<file path="src/rtl/keeper_round_ctrl.sv">
`default_nettype none
// ============================================================================
// keeper_round_ctrl : goalkeeper round sequencer (shot over UART, save/goal
//                     decision, target-box overlay on the video stream)
// Revision          : 1.0
// ============================================================================
module keeper_round_ctrl #(
  parameter int TGT_W        = 100,
  parameter int TGT_H        = 100,
  parameter int ENGAGE_TICKS = 65_000_000,
  parameter int COUNT_TICKS  = 65_000_000,
  parameter int SHOW_TICKS   = 13_000_000,
  parameter int CNT_W        = 27
) (
  input  logic        clk,
  input  logic        rst,
  input  logic        keeper_en,
  input  logic [11:0] xpos,
  input  logic [11:0] ypos,
  input  logic [9:0]  shot_xpos,
  input  logic [9:0]  shot_ypos,
  input  logic        tx_full,
  output logic        tx_wr,
  output logic [7:0]  tx_data,
  input  logic [10:0] hcount,
  input  logic [10:0] vcount,
  input  logic [11:0] rgb_in,
  output logic [11:0] rgb_out,
  output logic        is_scored,
  output logic        round_done,
  output logic        end_gk
);

  localparam logic [2:0] S_IDLE      = 3'd0;
  localparam logic [2:0] S_SEND      = 3'd1;
  localparam logic [2:0] S_ENGAGE    = 3'd2;
  localparam logic [2:0] S_COUNTDOWN = 3'd3;
  localparam logic [2:0] S_RESULT    = 3'd4;
  localparam logic [2:0] S_SHOW      = 3'd5;
  localparam logic [2:0] S_TERMINATE = 3'd6;

  localparam logic [12:0]      c_W_M1     = 13'(TGT_W - 1);
  localparam logic [12:0]      c_H_M1     = 13'(TGT_H - 1);
  localparam logic [CNT_W-1:0] c_ENG_LAST = CNT_W'(ENGAGE_TICKS - 1);
  localparam logic [CNT_W-1:0] c_CNT_LAST = CNT_W'(COUNT_TICKS - 1);
  localparam logic [CNT_W-1:0] c_SHW_LAST = CNT_W'(SHOW_TICKS - 1);
  localparam logic [CNT_W-1:0] c_ONE      = CNT_W'(1);

  logic [2:0]       state_q, state_d;
  logic [CNT_W-1:0] timer_q, timer_d;
  logic [1:0]       idx_q, idx_d;
  logic [9:0]       sx_q, sx_d, sy_q, sy_d;
  logic             scored_q, scored_d;
  logic [11:0]      rgb_q, rgb_d;

  logic [12:0] w_sx, w_sy;
  logic        w_glove_in, w_pix_in;
  logic [7:0]  w_byte;

  // 13-bit bounds so a box near the 1023 edge never wraps to low coordinates
  assign w_sx = {3'b000, sx_q};
  assign w_sy = {3'b000, sy_q};
  assign w_glove_in = ({1'b0, xpos} >= w_sx) && ({1'b0, xpos} <= w_sx + c_W_M1) &&
                      ({1'b0, ypos} >= w_sy) && ({1'b0, ypos} <= w_sy + c_H_M1);
  assign w_pix_in   = ({2'b00, hcount} >= w_sx) && ({2'b00, hcount} <= w_sx + c_W_M1) &&
                      ({2'b00, vcount} >= w_sy) && ({2'b00, vcount} <= w_sy + c_H_M1);

  assign w_byte = (idx_q == 2'd0) ? {sx_q[4:0], 3'b001} :
                  (idx_q == 2'd1) ? {sx_q[9:5], 3'b010} :
                  (idx_q == 2'd2) ? {sy_q[4:0], 3'b101} :
                                    {sy_q[9:5], 3'b110};

  always_ff @(posedge clk) begin
    if (!rst) begin
      state_q  <= S_IDLE;
      timer_q  <= '0;
      idx_q    <= 2'd0;
      sx_q     <= 10'd0;
      sy_q     <= 10'd0;
      scored_q <= 1'b0;
      rgb_q    <= 12'h000;
    end else begin
      state_q  <= state_d;
      timer_q  <= timer_d;
      idx_q    <= idx_d;
      sx_q     <= sx_d;
      sy_q     <= sy_d;
      scored_q <= scored_d;
      rgb_q    <= rgb_d;
    end
  end

  always_comb begin
    state_d  = state_q;
    timer_d  = timer_q;
    idx_d    = idx_q;
    sx_d     = sx_q;
    sy_d     = sy_q;
    scored_d = scored_q;
    case (state_q)
      S_IDLE: begin
        if (keeper_en) begin
          state_d  = S_SEND;
          sx_d     = shot_xpos;
          sy_d     = shot_ypos;
          scored_d = 1'b0;
          idx_d    = 2'd0;
          timer_d  = '0;
        end
      end
      S_SEND: begin
        if (!keeper_en) begin
          state_d = S_IDLE;
          idx_d   = 2'd0;
          timer_d = '0;
        end else if (!tx_full) begin
          idx_d = idx_q + 2'd1;
          if (idx_q == 2'd3) begin
            state_d = S_ENGAGE;
            timer_d = '0;
          end
        end
      end
      S_ENGAGE: begin
        if (!keeper_en) begin
          state_d = S_IDLE;
          idx_d   = 2'd0;
          timer_d = '0;
        end else if (timer_q == c_ENG_LAST) begin
          state_d = S_COUNTDOWN;
          timer_d = '0;
        end else begin
          timer_d = timer_q + c_ONE;
        end
      end
      S_COUNTDOWN: begin
        if (timer_q == c_CNT_LAST) begin
          state_d = S_RESULT;
          timer_d = '0;
        end else begin
          timer_d = timer_q + c_ONE;
        end
      end
      S_RESULT: begin
        state_d  = S_SHOW;
        timer_d  = '0;
        scored_d = !w_glove_in;
      end
      S_SHOW: begin
        if (timer_q == c_SHW_LAST) begin
          state_d = S_TERMINATE;
          timer_d = '0;
        end else begin
          timer_d = timer_q + c_ONE;
        end
      end
      S_TERMINATE: state_d = S_IDLE;
      default: begin
        state_d  = S_IDLE;
        timer_d  = '0;
        idx_d    = 2'd0;
        sx_d     = 10'd0;
        sy_d     = 10'd0;
        scored_d = 1'b0;
      end
    endcase
  end

  always_comb begin
    tx_wr      = 1'b0;
    tx_data    = 8'h00;
    round_done = 1'b0;
    end_gk     = 1'b0;
    rgb_d      = rgb_in;
    case (state_q)
      S_SEND: begin
        tx_data = w_byte;
        tx_wr   = rst && keeper_en && !tx_full;
      end
      S_COUNTDOWN: if (w_pix_in) rgb_d = 12'h00F;
      S_SHOW: begin
        if (w_pix_in) rgb_d = scored_q ? 12'hF00 : 12'h0F0;
        round_done = (timer_q == c_SHW_LAST);
      end
      S_TERMINATE: end_gk = 1'b1;
      S_IDLE, S_ENGAGE, S_RESULT: ;
      default: rgb_d = 12'h000;
    endcase
  end

  assign rgb_out   = rgb_q;
  assign is_scored = scored_q;

endmodule
`default_nettype wire

</file>
<file path="config.mk">
export PLATFORM = sky130hd
export DESIGN_NAME = keeper_round_ctrl
export DESIGN_NICKNAME = d
export VERILOG_FILES = /design/src/rtl/keeper_round_ctrl.sv
export SDC_FILE = /design/constraint.sdc
export NUM_CORES = 1
export LEC_CHECK = 0
export ABC_AREA = 1
export BUFFER_PORTS_ARGS = -buffer_cell sky130_fd_sc_hd__buf_2
export CAP_MARGIN = 20
export CORE_ASPECT_RATIO = 1.4
export CORE_MARGIN = 3
export CORE_UTILIZATION = 57
export CTS_CLUSTER_DIAMETER = 30
export DETAILED_ROUTE_END_ITERATION = 6
export PLACE_DENSITY = 0.84
export RECOVER_POWER = 25
export SETUP_SLACK_MARGIN = 0.15
export SYNTH_ARGS = -nofsm -noshare
export SYNTH_HDL_FRONTEND = slang
export SYNTH_SLANG_ARGS = --single-unit
</file>
<file path="constraint.sdc">
create_clock -name clk -period 3.9 [get_ports clk]
set_clock_uncertainty 0.2 [all_clocks]
set_input_delay 0.78 -clock clk [delete_from_list [all_inputs] [get_ports clk]]
set_output_delay 0.78 -clock clk [all_outputs]
set_load 0.01 [all_outputs]
</file>
==> results of run 1 <==
[layer usage]
metal  vias up  part of all wire  GRT usage
li1       3003                 -          -
met1      2634              0.41      0.302
met2       153              0.51      0.519
met3        48             0.042     0.0450
met4         0             0.041      0.143
met5         -                 0          0
[cells in the final DEF, fill, tap and decap left out, types with 2 or more instances in the layout]
cell type and count:
nand3b_1 5, xor2_1 14, clkbuf_1 15, o21ai_0 39
nor4_1 12, nor2_1 76, nor3b_1 5, nand2_2 8
nand2_1 143, inv_2 4, inv_1 104, nor2_2 3
nand2_4 2, nor3_2 2, o211ai_1 2, nor2_4 3
dfxtp_1 65, o21a_1 3, nor3_1 22, or2_2 5
buf_2 92, a211oi_1 26, nand3_2 2, nand4_1 18
nand3_1 45, clkbuf_8 2, a21oi_1 78, bufinv_16 3
a22oi_1 4, a221oi_1 2, clkbuf_16 9, a21o_1 2
ha_1 87
[worst register-to-register path: cells and delay by family (launching register included)]
kind            cells  cell delay, ns
xor+xnor            1            0.23
compound gates      4            0.52
flops               1            0.37
simple gates        9            1.15
fa+ha+maj           2            0.53
buf+inv             2            0.23
[stage by stage]
| stage | area (um^2) | worst slack, ns |
|---|---|---|
| 2_1_floorplan | 5620 | 0.995 |
| 5_1_grt | 6610 | 0.222 |
| 6_report | 6610 | 0.568 |
| 4_1_cts | 6630 | 0.581 |
| 3_5_place_dp | 6270 | 0.585 |
| 3_3_place_gp | 6270 | 0.711 |
[sequential cells by signal, indices dropped and copies added, names as in the netlist]
name / count
timer_q: 27
rgb_out: 12
sx_q: 10
sy_q: 10
state_q: 3
idx_q: 2
is_scored: 1
[report_power, final]
group          total, mW  switching (mW)  internal (mW)
sequential         0.861          0.0971          0.764
combinational       1.78            1.14          0.634
clock              0.955           0.295          0.661
total               3.59            1.54           2.06
[timing repair]
item	CTS	global route
setup endpoints to repair	0	4
gates resized for setup	0	1
setup buffers	0	0
[cell families after synthesis]
| family | Yosys count |
|---|---|
| compound gates | 167 |
| xor+xnor | 14 |
| fa+ha+maj | 87 |
| buf+inv | 122 |
| flops | 65 |
| simple gates | 356 |
[layout make-up]
cell class	instances	area, um^2	share of cell area
multi-input cells	624	3860	0.584
flip-flops and latches	65	1300	0.197
repair buffers	107	520	0.0787
inverters	109	409	0.0619
clock buffers	12	256	0.0388
well taps	132	165	0.0250
clock inverters	4	98.8	0.0150
[worst paths after layout]
check / endpoint / slack (ns) / from / depth (start not counted)
worst max-delay path: rgb_out[2] / 0.57 / sy_q[0] / 18
worst min-delay path: timer_q[7] / 0.28 / timer_q[7] / 2
worst max register to register: rgb_out[2] / 0.57 / sy_q[0] / 18
worst min register to register: timer_q[7] / 0.28 / timer_q[7] / 2
==> flow_summary.json, run 1 <==
{
  "status": "finished, violations left",
  "violations": "max-capacitance violations, max-slew violations",
  "synth_compound_area_frac": 0.173,
  "post_drt_wl_per_cell_um": 14.2,
  "crit_path_start_kind": "flip-flop",
  "worstPathArrival_ns": 3.34,
  "place.gp.congestion": 0.958,
  "path_buf_inv": 2,
  "tns_ns": 0,
  "synth.area.mux_share": 0,
  "cts_tree": "done",
  "leakagePower_nw": 3.06,
  "num-fill-cells": 834,
  "yosysWarnings": 0,
  "num_vias": 5838,
  "async_reset_ff_frac": 0,
  "synthTopCellsByCount": "nand2_1 (143), inv_1 (104), ha_1 (87)",
  "path_class": "flip-flop to flip-flop",
  "numCtsBuffers": 9,
  "cp_slowest_cell": "dfxtp_1",
  "synth_largest_area_cell": "dfxtp_1",
  "synthAdderAreaFrac": 0.194,
  "ys_seq_elements": 65,
  "synth_edf_count": 0,
  "synth_top_area_share": 0.232,
  "crit_family": "simple AND/OR/NAND/NOR gates",
  "grt_pass1_vias": 5702,
  "clk_path_buf_depth": 2,
  "synth_simple_gate_area_share": 0.297,
  "hold_buffers": 0,
  "insertion_delay_ns": 0.33,
  "cts_root_buf": "clkbuf_16",
  "setup_viol": 0,
  "grt_setup_unrepaired": "false",
  "vdd_drop_max_v": 0.000315,
  "max_stage_delay_ns": 0.37,
  "wl_mm": 14.9,
  "ios": 106,
  "netlist_area_mm2": 0.00562,
  "dpl.hpwl_mm": 12.1,
  "finalCritPeriodShare": 0.854,
  "synth.avg_cell_area_um2": 6.93,
  "start_util": 0.591,
  "cp_max_fo": 6,
  "maxSlewViolCount": 41,
  "core_mm2": 0.00951,
  "grt_max_degree": 41,
  "cts_num_sinks": 65,
  "synth_flop_cell": "dfxtp_1",
  "fin_crit_ns": 3.33,
  "power_mw": 3.59,
  "synth_top_family_by_area": "simple AND/OR/NAND/NOR gates",
  "antenna_cells": 0,
  "end_kind": "flip-flop",
  "stdcell_count": 1053,
  "finalHoldViolCount": 0,
  "cts-htree-levels": 3,
  "drc_errors": 0,
  "grt_pass1_wl_mm": 25.2,
  "final_nets": 1085,
  "dp.cells": 1037,
  "syn_nets": 980,
  "area.growth.synth_to_final_pct": 17.7,
  "yosys-top-cells-area": "dfxtp_1 (23%), ha_1 (19%), nand2_1 (9.6%)",
  "synth_xor_area_frac": 0.0218,
  "ys_seq_area_frac": 0.232,
  "cp.required_ns": 3.91,
  "path_cells": "inv_1 -> ha_1 -> nor3_1 -> nand2_1 -> nand2_1 -> xor2_1 -> ha_1 -> a21oi_1 -> o21a_1 -> o21ai_0 -> o21ai_0 -> nand2_1 -> nor2_1 -> nand2_2 -> inv_2 -> nor2_1 -> nor2_2 -> nor2_1",
  "vias_per_cell": 5.54,
  "power_density_mw_per_mm2": 544,
  "hold_path.class": "flip-flop to flip-flop",
  "final_layout_size_suffix_gt1_frac": 0.154,
  "grt_usage": 0.277,
  "fmax_mhz": 300,
  "first_pass_iters": 4,
  "dieArea_mm2": 0.0111,
  "rows": 42,
  "ys_types": 47,
  "relSlewSlack": -0.112,
  "port-buffer-count": 105,
  "syn_inst": 811,
  "worstMarginPinSlew_ns": 1.67,
  "clk_pin_slew_ns": 0.06,
  "postLayoutCoreUtil": 0.695,
  "ant_nets": 0,
  "drtIter0Drc": 289,
  "antenna_found_initial": 0,
  "overflow": 0,
  "drv_cap": 1,
  "timing.hold.ws_ns": 0.281,
  "die_h_um": 123,
  "fp.dieW_um": 89.9,
  "synth_most_common_cell": "nand2_1"
}
No activity file was read; power rests on OpenSTA's default activity.
==> run 2, diff against run 1 <==
--- a/config.mk
+++ b/config.mk
@@ -8,12 +8,14 @@
 export ABC_AREA = 1
 export BUFFER_PORTS_ARGS = -buffer_cell sky130_fd_sc_hd__buf_2
 export CAP_MARGIN = 20
+export CELL_PAD_IN_SITES_DETAIL_PLACEMENT = 0
+export CELL_PAD_IN_SITES_GLOBAL_PLACEMENT = 1
 export CORE_ASPECT_RATIO = 1.4
 export CORE_MARGIN = 3
-export CORE_UTILIZATION = 57
+export CORE_UTILIZATION = 40
 export CTS_CLUSTER_DIAMETER = 30
 export DETAILED_ROUTE_END_ITERATION = 6
-export PLACE_DENSITY = 0.84
+export PLACE_DENSITY = 0.83
 export RECOVER_POWER = 25
 export SETUP_SLACK_MARGIN = 0.15
 export SYNTH_ARGS = -nofsm -noshare
==> flow_summary.json, run 2 (synthesized netlist as in run 1, its figures left out) <==
{
  "cts_root_buf": "clkbuf_16",
  "overflow": 0,
  "leakagePower_nw": 3.05,
  "cts_tree": "done",
  "cp_max_fo": 6,
  "first_pass_iters": 4,
  "drt-met1-wl_mm": 6.63,
  "ant_nets": 0,
  "maxSlewViolCount": 15,
  "max_stage_delay_ns": 0.38,
  "fp.dieW_um": 106,
  "whs_path_depth": 2,
  "switching_share": 0.449,
  "vias_per_cell": 5.17,
  "dr_wl_met2_mm": 8.95,
  "wl_mm": 16.6,
  "grt_max_degree": 32,
  "grt_pass1_wl_mm": 27.7,
  "cp_slowest_cell": "dfxtp_1",
  "final_cell_mix": "nand2_1 (143), inv_1 (104), buf_2 (92)",
  "place.gp.congestion": 0.893,
  "drc_errors": 0,
  "ios": 106,
  "antenna_found_initial": 0,
  "antenna_cells": 0,
  "final_nets": 1085,
  "setup_viol": 0,
  "dieArea_mm2": 0.0155,
  "area.growth.synth_to_final_pct": 18.1,
  "grt_setup_unrepaired": "false",
  "end_kind": "flip-flop",
  "power_density_mw_per_mm2": 536,
  "top_layer": "met4",
  "num_vias": 5702,
  "hold_path.class": "flip-flop to flip-flop",
  "drtIter0Drc": 213,
  "core_mm2": 0.0136,
  "final_common_cell": "nand2_1",
  "p_int_mw": 1.96,
  "status": "finished, violations left",
  "grt_usage": 0.221,
  "dpl.hpwl_mm": 13.7,
  "cts_resized": 0,
  "die_h_um": 146,
  "cts_num_sinks": 65,
  "port-buffer-count": 105,
  "final_layout_size_suffix_gt1_frac": 0.154,
  "top_register": "timer_q",
  "cp.required_ns": 3.93,
  "start_util": 0.414,
  "rows": 50,
  "post_drt_wl_per_cell_um": 15.0,
  "tns_ns": 0,
  "largest_register_ff_count": 27,
  "num-fill-cells": 1488,
  "path_cells": "inv_1 -> ha_1 -> nor3_1 -> nand2_1 -> nand3_1 -> nand2_1 -> nor2_1 -> inv_1 -> ha_1 -> nand2_1 -> nor3_1 -> nand4_1 -> o21ai_0 -> nand2_1 -> nor2_1 -> nand2_2 -> inv_2 -> nor2_1 -> nor2_2 -> nor2_1",
  "cts-htree-levels": 3,
  "worst-r2r-cell-count": 20,
  "hold_buffers": 0,
  "vdd_drop_max_v": 0.000222,
  "crit_path_start_kind": "flip-flop",
  "switchingPower_mw": 1.60,
  "wl_met3_um": 639,
  "violations": "max-capacitance violations, max-slew violations",
  "path_class": "flip-flop to flip-flop",
  "insertion_delay_ns": 0.34,
  "grt_pass1_vias": 5818,
  "post_cts.repair.setup_buffers": 0,
  "fmax_mhz": 296,
  "finalHoldViolCount": 0,
  "power_mw": 3.56,
  "p_comb_frac": 0.504,
  "relSlewSlack": -0.279,
  "timing.hold.ws_ns": 0.285,
  "seq_area_mm2": 0.00130,
  "clk_pin_slew_ns": 0.06,
  "clk_path_buf_depth": 2,
  "clockPowerShare": 0.252,
  "multi_input_area_mm2": 0.00385,
  "finalCritPeriodShare": 0.866,
  "worstMarginPinSlew_ns": 1.90,
  "fin_crit_ns": 3.38,
  "drv_cap": 1,
  "numCtsBuffers": 9,
  "seqPwrFrac": 0.244,
  "worstPathArrival_ns": 3.41
}
## run 2: power groups by stage
stage | combinational, mW | clock, mW | sequential (mW)
2_1_floorplan | 1.32 | 0 | 0.850
6_report | 1.79 | 0.896 | 0.868
3_5_place_dp | 1.81 | 0 | 0.880
4_1_cts | 1.81 | 0.908 | 0.866
5_1_grt | 2.09 | 0.936 | 0.881
3_3_place_gp | 1.80 | 0 | 0.878
## run 2: cell type report
cell class              count  area share
multi-input cells         624       0.580
clock buffers               9      0.0339
clock inverters             7      0.0151
flip-flops and latches     65       0.196
well taps                 182      0.0343
repair buffers            107      0.0790
inverters                 109      0.0616
## run 2: final timing paths
kind | from | end | slack (ns)
max | sy_q[0] | rgb_out[1] | 0.52
min | timer_q[1] | timer_q[1] | 0.29
max reg2reg | sy_q[0] | rgb_out[1] | 0.52
min reg2reg | timer_q[1] | timer_q[1] | 0.29
## run 2: routing by layer
layer | track usage | vias to the layer above
met5 | 0 | -
met4 | 0.0830 | 0
met3 | 0.0310 | 29
met2 | 0.423 | 113
met1 | 0.241 | 2564
li1 | - | 2996
## run 2: metrics by stage
stage / util / setup slack (ns) / cell area (um^2) / std cells
floorplan: - / 0.995 / 5620 / 811
global placement: 0.467 / 0.608 / 6330 / 1087
detailed placement: 0.467 / 0.544 / 6330 / 1087
CTS: 0.491 / 0.523 / 6660 / 1103
global route: 0.489 / 0.153 / 6640 / 1103
finish: 0.489 / 0.524 / 6640 / 1103
## run 2: critical path, delay by kind of cell, from the launching register on
| family | cells | cell delay, ns |
|---|---|---|
| AOI/OAI and AO/OA | 1 | 0.08 |
| adders and majority gates | 2 | 0.53 |
| DFF | 1 | 0.38 |
| and+or+nand+nor | 14 | 1.78 |
| buffers and inverters | 3 | 0.29 |
==> run 3, diff against run 2 <==
--- a/config.mk
+++ b/config.mk
@@ -11,10 +11,10 @@
 export CELL_PAD_IN_SITES_DETAIL_PLACEMENT = 0
 export CELL_PAD_IN_SITES_GLOBAL_PLACEMENT = 1
 export CORE_ASPECT_RATIO = 1.4
-export CORE_MARGIN = 3
 export CORE_UTILIZATION = 40
 export CTS_CLUSTER_DIAMETER = 30
 export DETAILED_ROUTE_END_ITERATION = 6
+export MAX_ROUTING_LAYER = met4
 export PLACE_DENSITY = 0.83
 export RECOVER_POWER = 25
 export SETUP_SLACK_MARGIN = 0.15
==> flow_summary.json, run 3 (synthesized netlist as in run 1, its figures left out) <==
{
  "status": "finished, violations left",
  "violations": "max-capacitance violations, max-slew violations",
  "port-buffer-count": 105,
  "num-fill-cells": 1489,
  "hold_path.class": "flip-flop to flip-flop",
  "cts_num_sinks": 65,
  "drc_errors": 0,
  "final_nets": 1084,
  "dpl.hpwl_mm": 13.1,
  "antenna_found_initial": 0,
  "worstSetupStartpoint": "sy_q[0]",
  "vias_per_cell": 5.12,
  "dp.cells": 1086,
  "setup_viol": 0,
  "first_pass_iters": 5,
  "path_class": "flip-flop to flip-flop",
  "leakagePower_nw": 3.03,
  "worstMarginPinSlew_ns": 1.61,
  "cp_max_fo": 6,
  "area.growth.synth_to_final_pct": 17.5,
  "ios": 106,
  "crit_path_start_kind": "flip-flop",
  "post_cts.repair.setup_buffers": 0,
  "overflow": 0,
  "numCtsBuffers": 9,
  "cts_resized": 0,
  "cp.required_ns": 3.91,
  "num_vias": 5639,
  "ant_nets": 0,
  "cts_root_buf": "clkbuf_16",
  "die_h_um": 142,
  "wl_mm": 15.8,
  "power_density_mw_per_mm2": 522,
  "final_common_cell": "nand2_1",
  "insertion_delay_ns": 0.33,
  "fp.dieW_um": 102,
  "worstPathArrival_ns": 3.34,
  "grt_max_degree": 41,
  "r2r-end": "rgb_out[1]",
  "postLayoutCoreUtil": 0.489,
  "finalHoldViolCount": 0,
  "min_from": "timer_q[7]",
  "place.gp.congestion": 0.851,
  "vdd_drop_max_v": 0.000232,
  "relSlewSlack": -0.0758,
  "grt_pass1_wl_mm": 25.7,
  "fmax_mhz": 301,
  "final_layout_size_suffix_gt1_frac": 0.154,
  "grt_usage": 0.233,
  "grt_setup_unrepaired": "false",
  "hold_buffers": 0,
  "drtIter0Drc": 168,
  "tns_ns": 0,
  "clk_path_buf_depth": 2,
  "start_util": 0.416,
  "clk_pin_slew_ns": 0.06,
  "final_cell_mix": "nand2_1 (143), inv_1 (104), buf_2 (92)",
  "r2r-start": "sy_q[0]",
  "top_register": "timer_q",
  "worst-r2r-cell-count": 20,
  "cts-htree-levels": 3,
  "drv_cap": 1,
  "rows": 50,
  "grt_pass1_vias": 5530,
  "largest_register_ff_count": 27,
  "finalCritPeriodShare": 0.852,
  "cts_tree": "done",
  "dieArea_mm2": 0.0145,
  "core_mm2": 0.0135,
  "stdcell_count": 1102,
  "end_kind": "flip-flop",
  "antenna_cells": 0,
  "multi_input_area_mm2": 0.00385,
  "fin_crit_ns": 3.32,
  "seq_area_mm2": 0.00130,
  "endpoint": "rgb_out[1]",
  "post_drt_wl_per_cell_um": 14.4,
  "reg2reg_slack_ns": 0.58,
  "maxSlewViolCount": 41
}
[run 3: final cells by class]
| type | count | area share |
|---|---|---|
| Multi-Input combinational cell | 624 | 0.584 |
| Sequential cell | 65 | 0.197 |
| Timing Repair Buffer | 106 | 0.0782 |
| Inverter | 109 | 0.0619 |
| Tap cell | 182 | 0.0345 |
| Clock buffer | 9 | 0.0341 |
| Clock inverter | 7 | 0.0106 |
[run 3: stage by stage]
step | hold slack (ns) | area [um^2] | power [mW] | setup slack, ns
after floorplan | 0.244 | 5620 | 2.17 | 0.995
after global placement | 0.263 | 6330 | 2.66 | 0.642
after detailed placement | 0.265 | 6330 | 2.68 | 0.580
after CTS | 0.281 | 6630 | 3.49 | 0.553
after global routing | 0.302 | 6610 | 3.78 | 0.215
final | 0.283 | 6610 | 3.45 | 0.578
[run 3: layer usage]
layer,vias to the layer above,track usage,routed length [um]
met5,-,-,0
met4,0,0.0481,153
met3,10,0.0300,523
met2,86,0.441,8500
met1,2561,0.253,6670
li1,2982,-,-
[run 3: power breakdown]
group / switching (mW) / total (mW) / internal [mW]
logic: 1.15 / 1.78 / 0.630
clock network: 0.312 / 0.806 / 0.494
registers: 0.0973 / 0.861 / 0.764
total: 1.56 / 3.45 / 1.89
[run 3: critical path, stage by stage (launching register included)]
cell and delay, ns:
dfxtp_1 0.38, inv_1 0.12, ha_1 0.24, nor3_1 0.29, nand2_1 0.13, nand3_1 0.11, nand2_1 0.08, nor2_1 0.09
inv_1 0.06, ha_1 0.29, nand2_1 0.07, nor3_1 0.24, nand4_1 0.10, o21ai_0 0.09, nand2_1 0.07, nor2_1 0.13
nand2_2 0.11, inv_2 0.12, nor2_1 0.06, nor2_2 0.16, nor2_1 0.07
[run 3: worst min-delay path by stage]
| stage | end | depth (start not counted) | slack, ns |
|---|---|---|---|
| after detailed placement | timer_q[7] | 2 | 0.26 |
| after floorplan | timer_q[7] | 2 | 0.24 |
| after CTS | timer_q[16] | 2 | 0.28 |
| after global routing | timer_q[1] | 2 | 0.30 |
| after global placement | timer_q[7] | 2 | 0.26 |
| final | timer_q[7] | 2 | 0.28 |
